## config.mk

```make
export PLATFORM = sky130hd
export DESIGN_NAME = uart_tx_arbiter_flat
export DESIGN_NICKNAME = d
export VERILOG_FILES = /design/src/rtl/uart_tx_arbiter_if.sv /design/src/rtl/uart_tx_arbiter.sv /design/src/flat_wrapper.sv
export SDC_FILE = /design/constraint.sdc
export NUM_CORES = 1
export LEC_CHECK = 0
export BUFFER_PORTS_ARGS = -buffer_cell sky130_fd_sc_hd__buf_2
export CAP_MARGIN = 30
export CORE_MARGIN = 2
export CORE_UTILIZATION = 53
export CTS_CLUSTER_DIAMETER = 100
export DETAILED_ROUTE_END_ITERATION = 8
export GPL_TIMING_DRIVEN = 0
export PLACE_DENSITY_LB_ADDON = 0.12
export SKIP_CTS_REPAIR_TIMING = 1
export SYNTH_ARGS = -nofsm -noshare
export SYNTH_HDL_FRONTEND = slang
export SYNTH_SLANG_ARGS = --single-unit
```

## constraint.sdc

```tcl
create_clock -name i_CLK -period 1.88 [get_ports i_CLK]
set_input_delay 0.376 -clock i_CLK [delete_from_list [all_inputs] [get_ports i_CLK]]
set_output_delay 0.376 -clock i_CLK [all_outputs]
set_load 0.02 [all_outputs]
```

## src/rtl/uart_tx_arbiter_if.sv

```systemverilog
// Producer-side and uart_controller-side signals of the TX arbiter, grouped as one bus.
// master = producers/uart_controller side, slave = the arbiter itself.
interface uart_tx_arbiter_if #(
    parameter int P_DATA_W = 40,
    parameter int P_CNT_W  = 8
);
    logic [P_DATA_W-1:0] i_A_DATA;
    logic                i_A_VALID;
    logic [P_DATA_W-1:0] i_M_DATA;
    logic                i_M_VALID;
    logic [P_DATA_W-1:0] o_UART_DATA_TX;
    logic                o_UART_DATA_TX_VALID;
    logic                i_UART_DATA_TX_READY;
    logic                i_CLEAR_STATS;
    logic [P_CNT_W-1:0]  o_A_DROP_CNT;
    logic [P_CNT_W-1:0]  o_M_DROP_CNT;
    logic [1:0]          o_ACTIVE_SRC;
    logic                o_BUSY;

    modport master (
        output i_A_DATA, i_A_VALID, i_M_DATA, i_M_VALID,
        output i_UART_DATA_TX_READY, i_CLEAR_STATS,
        input  o_UART_DATA_TX, o_UART_DATA_TX_VALID,
        input  o_A_DROP_CNT, o_M_DROP_CNT, o_ACTIVE_SRC, o_BUSY
    );

    modport slave (
        input  i_A_DATA, i_A_VALID, i_M_DATA, i_M_VALID,
        input  i_UART_DATA_TX_READY, i_CLEAR_STATS,
        output o_UART_DATA_TX, o_UART_DATA_TX_VALID,
        output o_A_DROP_CNT, o_M_DROP_CNT, o_ACTIVE_SRC, o_BUSY
    );
endinterface

```

## src/rtl/uart_tx_arbiter.sv

```systemverilog
// Shares one UART TX word channel between producers A and M, one holding word each.
// Latency: pulse at t -> holder set at t+1 -> TX valid with the word at t+2.
// Backpressure: producers have none; a pulse into a full holder is dropped and counted.
module uart_tx_arbiter #(
    parameter int P_DATA_W        = 40,
    parameter int P_PRIORITY_MODE = 0,
    parameter int P_CNT_W         = 8
) (
    input  logic         i_CLK,
    input  logic         i_RST,
    uart_tx_arbiter_if.slave bus
);
    typedef enum logic {ST_IDLE, ST_SEND} state_t;

    localparam logic [P_CNT_W-1:0] CNT_ONE = P_CNT_W'(1);

    state_t              state;
    logic                h_a;
    logic                h_m;
    logic [P_DATA_W-1:0] h_a_dat;
    logic [P_DATA_W-1:0] h_m_dat;
    logic                last_grant_a;
    logic [P_DATA_W-1:0] out_dat;
    logic                out_vld;
    logic [1:0]          active_src;
    logic [P_CNT_W-1:0]  a_drop_cnt;
    logic [P_CNT_W-1:0]  m_drop_cnt;

    logic grant_a;
    logic grant_m;
    logic drop_a;
    logic drop_m;

    // Grants are only issued from IDLE, which enforces one idle cycle between words.
    always_comb begin
        grant_a = 1'b0;
        grant_m = 1'b0;
        if (state == ST_IDLE) begin
            if (h_a && h_m) begin
                if (P_PRIORITY_MODE != 0 || !last_grant_a) begin
                    grant_a = 1'b1;
                end else begin
                    grant_m = 1'b1;
                end
            end else begin
                grant_a = h_a;
                grant_m = h_m;
            end
        end
    end

    assign drop_a = bus.i_A_VALID && h_a && !grant_a;
    assign drop_m = bus.i_M_VALID && h_m && !grant_m;

    always_ff @(posedge i_CLK) begin
        if (i_RST) begin
            state        <= ST_IDLE;
            h_a          <= 1'b0;
            h_m          <= 1'b0;
            h_a_dat      <= '0;
            h_m_dat      <= '0;
            last_grant_a <= 1'b0;
            out_dat      <= '0;
            out_vld      <= 1'b0;
            active_src   <= 2'b00;
            a_drop_cnt   <= '0;
            m_drop_cnt   <= '0;
        end else begin
            // A holder emptied by this cycle's grant can take a new word immediately.
            if (bus.i_A_VALID && (!h_a || grant_a)) begin
                h_a     <= 1'b1;
                h_a_dat <= bus.i_A_DATA;
            end else if (grant_a) begin
                h_a <= 1'b0;
            end

            if (bus.i_M_VALID && (!h_m || grant_m)) begin
                h_m     <= 1'b1;
                h_m_dat <= bus.i_M_DATA;
            end else if (grant_m) begin
                h_m <= 1'b0;
            end

            if (bus.i_CLEAR_STATS) begin
                a_drop_cnt <= '0;
                m_drop_cnt <= '0;
            end else begin
                if (drop_a && a_drop_cnt != '1) a_drop_cnt <= a_drop_cnt + CNT_ONE;
                if (drop_m && m_drop_cnt != '1) m_drop_cnt <= m_drop_cnt + CNT_ONE;
            end

            case (state)
                ST_IDLE: begin
                    if (grant_a || grant_m) begin
                        out_dat      <= grant_a ? h_a_dat : h_m_dat;
                        out_vld      <= 1'b1;
                        active_src   <= grant_a ? 2'b01 : 2'b10;
                        last_grant_a <= grant_a;
                        state        <= ST_SEND;
                    end
                end
                ST_SEND: begin
                    if (bus.i_UART_DATA_TX_READY) begin
                        out_vld    <= 1'b0;
                        active_src <= 2'b00;
                        state      <= ST_IDLE;
                    end
                end
                default: state <= ST_IDLE;
            endcase
        end
    end

    assign bus.o_UART_DATA_TX       = out_dat;
    assign bus.o_UART_DATA_TX_VALID = out_vld;
    assign bus.o_ACTIVE_SRC         = active_src;
    assign bus.o_A_DROP_CNT         = a_drop_cnt;
    assign bus.o_M_DROP_CNT         = m_drop_cnt;
    assign bus.o_BUSY               = h_a | h_m | (state == ST_SEND);
endmodule

```

## src/flat_wrapper.sv

```systemverilog
// flat-port wrapper written by rule: the top's interface ports become plain ports
module uart_tx_arbiter_flat 
#(
    parameter int P_DATA_W        = 40,
    parameter int P_PRIORITY_MODE = 0,
    parameter int P_CNT_W         = 8
)
  (i_CLK, i_RST, bus_i_A_DATA, bus_i_A_VALID, bus_i_M_DATA, bus_i_M_VALID, bus_i_UART_DATA_TX_READY, bus_i_CLEAR_STATS, bus_o_UART_DATA_TX, bus_o_UART_DATA_TX_VALID, bus_o_A_DROP_CNT, bus_o_M_DROP_CNT, bus_o_ACTIVE_SRC, bus_o_BUSY);
  uart_tx_arbiter_if #(.P_DATA_W(P_DATA_W), .P_CNT_W(P_CNT_W)) bus_i ();
  input  logic i_CLK;
  input  logic i_RST;
  input wire logic [$bits(bus_i.i_A_DATA)-1:0] bus_i_A_DATA;
  input wire logic [$bits(bus_i.i_A_VALID)-1:0] bus_i_A_VALID;
  input wire logic [$bits(bus_i.i_M_DATA)-1:0] bus_i_M_DATA;
  input wire logic [$bits(bus_i.i_M_VALID)-1:0] bus_i_M_VALID;
  input wire logic [$bits(bus_i.i_UART_DATA_TX_READY)-1:0] bus_i_UART_DATA_TX_READY;
  input wire logic [$bits(bus_i.i_CLEAR_STATS)-1:0] bus_i_CLEAR_STATS;
  output wire logic [$bits(bus_i.o_UART_DATA_TX)-1:0] bus_o_UART_DATA_TX;
  output wire logic [$bits(bus_i.o_UART_DATA_TX_VALID)-1:0] bus_o_UART_DATA_TX_VALID;
  output wire logic [$bits(bus_i.o_A_DROP_CNT)-1:0] bus_o_A_DROP_CNT;
  output wire logic [$bits(bus_i.o_M_DROP_CNT)-1:0] bus_o_M_DROP_CNT;
  output wire logic [$bits(bus_i.o_ACTIVE_SRC)-1:0] bus_o_ACTIVE_SRC;
  output wire logic [$bits(bus_i.o_BUSY)-1:0] bus_o_BUSY;
  assign bus_i.i_A_DATA = bus_i_A_DATA;
  assign bus_i.i_A_VALID = bus_i_A_VALID;
  assign bus_i.i_M_DATA = bus_i_M_DATA;
  assign bus_i.i_M_VALID = bus_i_M_VALID;
  assign bus_i.i_UART_DATA_TX_READY = bus_i_UART_DATA_TX_READY;
  assign bus_i.i_CLEAR_STATS = bus_i_CLEAR_STATS;
  assign bus_o_UART_DATA_TX = bus_i.o_UART_DATA_TX;
  assign bus_o_UART_DATA_TX_VALID = bus_i.o_UART_DATA_TX_VALID;
  assign bus_o_A_DROP_CNT = bus_i.o_A_DROP_CNT;
  assign bus_o_M_DROP_CNT = bus_i.o_M_DROP_CNT;
  assign bus_o_ACTIVE_SRC = bus_i.o_ACTIVE_SRC;
  assign bus_o_BUSY = bus_i.o_BUSY;
  uart_tx_arbiter #(.P_DATA_W(P_DATA_W), .P_PRIORITY_MODE(P_PRIORITY_MODE), .P_CNT_W(P_CNT_W)) u_core (.i_CLK(i_CLK), .i_RST(i_RST), .bus(bus_i));
endmodule
```

Word-level counts from Yosys, hierarchy flattened
Cells that the tools add are included.
Word-level totals
  logic and storage cells: 62
  RAM bits: 0
  bits in latches: 0
  memories kept: 0
  bits of input ports: 86
  output and inout bits: 60
  bits in read-only memories: 0
  register bits: 143
Operators by class
  shifts and indexed selects: 0
  eq/ne operators: 4
  order comparisons: 0
  bitwise operators: 3
  multipliers: 0
  divide/modulo/power cells: 0
  reduce and logical (&&, ||, !) cells: 21
  add/subtract/negate cells: 2
  muxes and demuxes: 21
Operators by type and width (count)
  $mux 40: 1
  $add 8x1->8 const B: 2
  $ne 8x8->1 const B: 2
  $mux 1: 14
  $logic_and 1x1->1: 9
  $mux 2: 3
  $logic_not 1->1: 4
  $ne 2x2->1 const B: 2
  $pmux 1 s2: 2
  $pmux 2 s2: 1
  $reduce_and 2->1: 2
  $reduce_bool 2->1: 2
  $logic_or 1x1->1: 3
  $or 1x1->1: 2
  $reduce_or 2->1: 1
  $not 1->1: 1

Longest topological paths before layout
Gate-level depths: netlist of the first run.
  depth in word-level cells: 6
  depth in mapped cells: 7
  depth with buffers taken out: 5

Least setup slack after synthesis of the first run
Ideal clock, no wire load.
  path type: reg-to-reg
  start: register u_core.a_drop_cnt[0] (netlist: u_core.bus.o_A_DROP_CNT[0])
  end: register u_core.a_drop_cnt[2] (netlist: u_core.bus.o_A_DROP_CNT[2])
  cell stages (with the launch flop): 6
  slack: 0.307 ns
  setup time: 0.074 ns
  period minus slack after synthesis: 1.573 ns
  arrival time: 1.499 ns
  path buffers: 0
  cell sequence: dfxtp_1 > ha_1 > nand2_1 > or3_1 > and3_1 > o21ai_0
Between the ends
  cells in the longest elaborated chain, start to end: 2
RTL lines
  start: declaration: line uart_tx_arbiter.sv:26  | logic [P_CNT_W-1:0] a_drop_cnt;
  start signal: assignment: line uart_tx_arbiter.sv:88  | if (drop_a && a_drop_cnt != '1) a_drop_cnt <= a_drop_cnt + CNT_ONE;
  parallel branches: the longest is 2 deep, another holds $add 8x1->8
Several ways; the timed one is not identified.
A chain may end at the register's enable or synchronous reset.

Worst setup path in the final report of the first run
  start: register u_core.h_a
  end: output port bus_o_BUSY
Between the ends
  cells in the longest elaborated chain, start to end: 2
RTL lines
  start: declaration: line uart_tx_arbiter.sv:18  | logic h_a;
  start signal: assignment: line uart_tx_arbiter.sv:58  | h_a <= 1'b0;
  start signal: assignment: line uart_tx_arbiter.sv:71  | h_a <= 1'b1;
  start signal: assignment: line uart_tx_arbiter.sv:74  | h_a <= 1'b0;
  $or 1x1->1 (2 in series): line uart_tx_arbiter.sv:119  | assign bus.o_BUSY = h_a | h_m | (state == ST_SEND);
  end: declaration: line flat_wrapper.sv:23  | output wire logic [$bits(bus_i.o_BUSY)-1:0] bus_o_BUSY;
Every way passes these cells.

==> summary.md, run 1 <==
| Metric | Value |
|---|---|
| Iteration-0 DRC Markers | 398 |
| DRT Wirelength | 16.7 mm |
| Min cycle time layout | 2.00 ns |
| Met1 usage | 37.0% |
| DR WL/cell | 16.1 um |
| Aggregate global routing overflow | 0 |
| Filler Cells Inserted | 960 |
| Fin crit share | 107% |
| Area occupied by multi-input gates | 0.00260 mm2 |
| Startpoint Class | flop |
| Slew HR | 54.4% |
| Root buffer cell | clkbuf_8 |
| Area of the core | 0.0107 mm2 |
| Die width | 108 um |
| Row Count | 38 |
| Clock buffer count from CTS | 17 |
| Synth-to-Final Area Change | 25.3% |
| Avg Cell Area, Syn | 7.97 um2 |
| Share of the synthesized area in the top cell type | 49.8% |
| Synth area leaders | dfxtp_1, nand2_1, a21oi_1 |
| Final Cell Area | 0.00720 mm2 |
| Max Freq | 0.499 GHz |
| Placed cell areas | 0.00665 mm2 |
| Sequential-to-total area share from yosys stat | 49.8% |
| M3 GR Usage | 5.49% |
| FF+latch area | 0.00286 mm2 |
| CTS H-Tree Depth | 4 |
| Mux cell area share after synthesis | 0.174% |
| GRT Resource Usage Total | 28.5% |
| Netlist Area Pre-Place | 0.00575 mm2 |
| Synth Area in Adders | 0.435% |
| DRC errors left | 0 |
| Clk slew on worst S/H paths | 0.06 ns |
| CTS Buffer Depth | 2 |
| Clk_skew | 0.00614 ns |
| Drt first pass iters | 5 |
| RSZ-0062 raised after global routing | true |
| Worst Path Arrival | 1.63 ns |
| Leak Pwr | 0.00292 uW |
| Antenna cells | 0 |
| Max Slew Vio Count | 0 |
| Fraction of registers with async set/reset | 0% |
| # setup viols final | 1 |
| Largest net degree at the start of global routing | 17 |
| Final hold vios | 0 |
| Power Density | 1060 mW/mm2 |
| Dpl ws | -0.194 ns |
| Final hold slack | 0.0767 ns |
| Die area | 0.0117 mm2 |
| Global routing met2 resource utilization | 46.8% |
| Die Height | 108 um |
| ANT nets after route | 0 |
| Compound-cell area share of the yosys netlist | 21.5% |
| Vias | 5930 |
| Status | finished with violations |
| Synth cell types | 43 |
| Area leader, netlist | dfxtp_1 |
| Worst Tran Pin Value | 0.684 ns |
| Hold Crit Class | in -> reg |
| Most used routing layer | met2 |
| DP Wirelength | 11.5 mm |
| First-pass GRT wire length | 25.8 mm |
| Failing checks | setup timing |
| Vias in the first global route | 5361 |
| Crit Path Max Fanout | 10 |
| #FFs+latches synth | 143 |
| Post-synth EDFFs | 0 |
| Vias per Instance | 5.72 |
| Port Buf Inserts | 144 |
| Maximum VDD drop | 0.625 mV |
| Synth Area in XOR/XNOR | 0% |
| Critical Path RT | 1.50 ns |
| Max_cap viols | 0 |
| Net count, final | 972 |
| Clock Latency Late Sink | 0.53 ns |
| Synth warn | 0 |
| GP Congestion | 0.852 |
| Worst Slack Setup Final | -0.123 ns |
| Post-Syn Instances | 721 |
| Syn nets | 809 |
| Starting Density | 53.7% |
| Largest family of logic cells by synthesized area | simple AND/OR/NAND/NOR gates |
| CTS tree | yes |
| Layout cell share with drive strength beyond 1 | 22.4% |
| Critical path type | reg -> out |
| Post-synthesis simple-gate area fraction | 23.0% |
| IO Count | 146 |
| Top_reg_cell synth | dfxtp_1 |
| Initial antenna violation count | 0 |
| Critical path endpoint category | output pin |
| Final Power | 7630 uW |
| # clock sinks | 143 |
area by class of cell:
| type | instances | area share (%) |
|---|---|---|
| repair buffers | 144 | 10.0 |
| multi-input cells | 510 | 36.1 |
| clock inverters | 7 | 1.18 |
| plain buffers | 64 | 3.89 |
| well taps | 140 | 2.43 |
| inverters | 4 | 0.208 |
| clock buffers | 25 | 6.44 |
| flip-flops and latches | 143 | 39.7 |
power by group:
part | switching (uW) | internal [uW]
sequential | 120 | 3250
clock | 1220 | 1950
combinational | 724 | 370
worst max-delay path: stages, from the launching register on:
cell	delay (ns)
dfxtp_1	0.34
buf_2	0.19
or3_4	0.40
buf_2	0.17
placed cells by master (no fill, tap or decap), types with 3 or more instances in the layout:
master / Yosys / layout
nand4_1: 3 / 3
dfxtp_1: 143 / 143
and3_1: 3 / 3
nand3_1: 87 / 87
clkbuf_1: 42 / 45
a21oi_1: 94 / 94
nor2_1: 51 / 51
or3_1: 4 / 3
clkbuf_16: 0 / 16
clkinv_2: 0 / 5
a211oi_1: 3 / 3
clkbuf_8: 0 / 3
or4_1: 3 / 3
o31ai_1: 3 / 3
inv_1: 4 / 4
buf_4: 4 / 4
a311oi_1: 41 / 41
o21ai_0: 47 / 47
nand2_1: 138 / 138
buf_2: 17 / 162
worst paths after layout:
| check | startpoint | to | slack (ns) | cells past startpoint |
|---|---|---|---|---|
| worst max-delay path | u_core.h_a | bus_o_BUSY | -0.12 | 3 |
| worst min-delay path | bus_i_A_DATA[31] | u_core.h_a_dat[31] | 0.08 | 3 |
| worst max register to register | u_core.h_m | u_core.bus.o_UART_DATA_TX[14] | 0.04 | 5 |
| worst min register to register | u_core.h_a_dat[13] | u_core.h_a_dat[13] | 0.46 | 2 |
registers in the layout, indices dropped and copies added (netlist names):
signal                           count
u_core.last_grant_a                  1
u_core.bus.o_UART_DATA_TX           40
u_core.bus.o_ACTIVE_SRC              2
u_core.h_m_dat                      40
u_core.bus.o_A_DROP_CNT              8
u_core.state                         1
u_core.bus.o_UART_DATA_TX_VALID      1
u_core.h_a_dat                      40
u_core.bus.o_M_DROP_CNT              8
u_core.h_m                           1
u_core.h_a                           1
stage by stage:
step	setup TNS [ns]	cells	util [%]
2_1_floorplan	0	721	-
3_3_place_gp	-3.30	1005	62.1
3_5_place_dp	-5.19	1005	62.1
4_1_cts	-0.312	1037	67.3
5_1_grt	-0.461	1037	67.3
6_report	-0.123	1037	67.3
metal layers:
metal  up-vias  share of wire, %
li1       2893                 -
met1      2756                44
met2       245                47
met3        36               6.8
met4         0               2.5
met5         -                 0
Yosys cell counts, types with 2 or more instances:
library cell	number
buf_2	17
a41oi_1	2
nand3_1	87
clkbuf_1	42
buf_4	4
nand2_1	138
nand2b_1	2
o21ai_0	47
a311oi_1	41
or4_1	3
a21oi_1	94
or2_2	2
ha_1	2
o21ai_1	2
a211oi_1	3
o31ai_1	3
and3_1	3
and2_1	2
dfxtp_1	143
or3_1	4
nand4_1	3
nor3_1	2
inv_1	4
nor2b_1	2
nor2_1	51
cells by family after synthesis:
family / after synthesis
compound gates: 204
fa+ha+maj: 2
buf+inv: 68
flops: 143
mux: 1
simple gates: 303
No activity file was read; power rests on OpenSTA's default activity.
==> run 2, diff against run 1 <==
--- a/config.mk
+++ b/config.mk
@@ -8,7 +8,7 @@
 export BUFFER_PORTS_ARGS = -buffer_cell sky130_fd_sc_hd__buf_2
 export CAP_MARGIN = 30
 export CORE_MARGIN = 2
-export CORE_UTILIZATION = 53
+export CORE_UTILIZATION = 48
 export CTS_CLUSTER_DIAMETER = 100
 export DETAILED_ROUTE_END_ITERATION = 8
 export GPL_TIMING_DRIVEN = 0
==> constraint.sdc (replaced) <==
create_clock -name i_CLK -period 1.7 [get_ports i_CLK]
set_input_delay 0.34 -clock i_CLK [delete_from_list [all_inputs] [get_ports i_CLK]]
set_output_delay 0.34 -clock i_CLK [all_outputs]
set_load 0.02 [all_outputs]
==> summary.md, run 2 (synthesis results as in run 1) <==
| Metric | Value |
|---|---|
| Status | finished with violations |
| Failing checks | setup timing |
| # clock sinks | 143 |
| Post-route insts no fill | 1039 |
| Drt first pass iters | 5 |
| Area of the core | 0.0116 mm2 |
| Dpl ws | -0.367 ns |
| IO Count | 146 |
| Clock Latency Late Sink | 0.43 ns |
| Vias in the first global route | 5586 |
| Worst reg2reg endpoint | u_core.bus.o_A_DROP_CNT[4] |
| Filler Cells Inserted | 1022 |
| CTS tree | yes |
| Maximum VDD drop | 0.673 mV |
| Min cycle time layout | 1.75 ns |
| Power Density | 1170 mW/mm2 |
| Port Buf Inserts | 144 |
| Root buffer cell | clkbuf_16 |
| FF+latch area | 0.00287 mm2 |
| Placed Instances | 1008 |
| Clk slew on worst S/H paths | 0.06 ns |
| Initial antenna violation count | 0 |
| R2r setup slk | 0.08 ns |
| Final hold slack | 0.151 ns |
| Die width | 113 um |
| Worst Path Arrival | 1.41 ns |
| Antenna cells | 0 |
| CTS H-Tree Depth | 4 |
| Aggregate global routing overflow | 0 |
| Leak Pwr | 0.00297 uW |
| Worst Slack Setup Final | -0.0535 ns |
| Worst Tran Pin Value | 0.532 ns |
| DP Wirelength | 12.0 mm |
| ANT nets after route | 0 |
| Iteration-0 DRC Markers | 457 |
| Fin crit share | 103% |
| DRT Wirelength | 16.8 mm |
| Crit Path Max Fanout | 10 |
| Hold Crit Class | in -> reg |
| Row Count | 39 |
| Max_cap viols | 0 |
| CTS Buffer Depth | 2 |
| Startpoint Class | flop |
| Die area | 0.0129 mm2 |
| RSZ-0062 raised after global routing | true |
| Vias | 5961 |
| Slew HR | 64.5% |
| R2r startpoint | u_core.h_a |
| Die Height | 113 um |
| Worst setup endpoint | bus_o_BUSY |
| Synth-to-Final Area Change | 26.7% |
| # setup viols final | 1 |
| First-pass GRT wire length | 26.8 mm |
| DRC errors left | 0 |
| Net count, final | 971 |
| Clk_skew | 0.00516 ns |
| DR WL/cell | 16.2 um |
| Max Slew Vio Count | 0 |
| Commonest non-fill, non-tap cell in the layout | buf_2 |
| Area occupied by multi-input gates | 0.00262 mm2 |
| Critical path endpoint category | output pin |
| Critical Path RT | 1.36 ns |
| Layout cell share with drive strength beyond 1 | 24.8% |
| Final Power | 8490 uW |
| Largest net degree at the start of global routing | 17 |
| Max Freq | 0.570 GHz |
| Final hold vios | 0 |
| Vias per Instance | 5.74 |
| Worst Setup SP | u_core.h_a |
| GRT Resource Usage Total | 26.4% |
| Commonest cells after routing, fill and taps aside | buf_2, dfxtp_1, nand2_1, a21oi_1, nand3_1 |
| GP Congestion | 0.850 |
| Critical path type | reg -> out |
| Clock buffer count from CTS | 17 |
| Worst r2r path cells | 5 |
| Starting Density | 49.7% |
| Worst hold stages | 3 |
-- run 2: cell count changes in the layout (fill, tap and decap cells not counted), sizes merged --
cell,before,now
buf,167,166
bufinv,2,1
clkbuf,66,67
-- run 2: worst min-delay path by stage --
stage / from / endpoint
3_5_place_dp: u_core.h_a_dat[14] / u_core.h_a_dat[14]
2_1_floorplan: u_core.h_a_dat[39] / u_core.h_a_dat[39]
4_1_cts: bus_i_A_DATA[32] / u_core.h_a_dat[32]
6_report: bus_i_A_DATA[1] / u_core.h_a_dat[1]
3_3_place_gp: u_core.h_a_dat[18] / u_core.h_a_dat[18]
5_1_grt: bus_i_A_DATA[19] / u_core.h_a_dat[19]
-- run 2: area by class of cell --
class	instances	share of cell area (%)
multi-input combinational	510	36.0
buffer	62	4.12
inverter	4	0.206
sequential	143	39.4
clock inverter	6	0.756
clock buffer	26	6.99
timing repair buffer	145	10.1
tap	143	2.46
-- run 2: stage by stage --
stage,area (um2),util (%),setup TNS (ns)
after floorplan,5750,-,0
after global placement,6650,57.5,-11.24
after detailed placement,6650,57.5,-13.73
after CTS,7210,62.4,-7.16
after global routing,7280,63.0,-0.0773
final,7280,63.0,-0.0535
-- run 2: report_power, final --
part           leakage [uW]  internal (uW)  switching (uW)
combinational       0.00151            426             798
clock              0.000284           2190            1340
sequential          0.00118           3590             137
total               0.00297           6210            2280
-- run 2: routing by layer --
layer	vias to the layer above	track usage, %	part of all wire [%]	wire, um
met1	2823	35.0	45	7490
met3	27	5.58	6.5	1100
met4	0	10.4	2.3	378
li1	2877	-	-	-
met5	-	0	0	0
met2	234	42.5	47	7820
-- run 2: critical path: stages (launching register included) --
cell,delay [ns]
dfxtp_4,0.36
buf_8,0.14
or3_4,0.35
buf_6,0.14
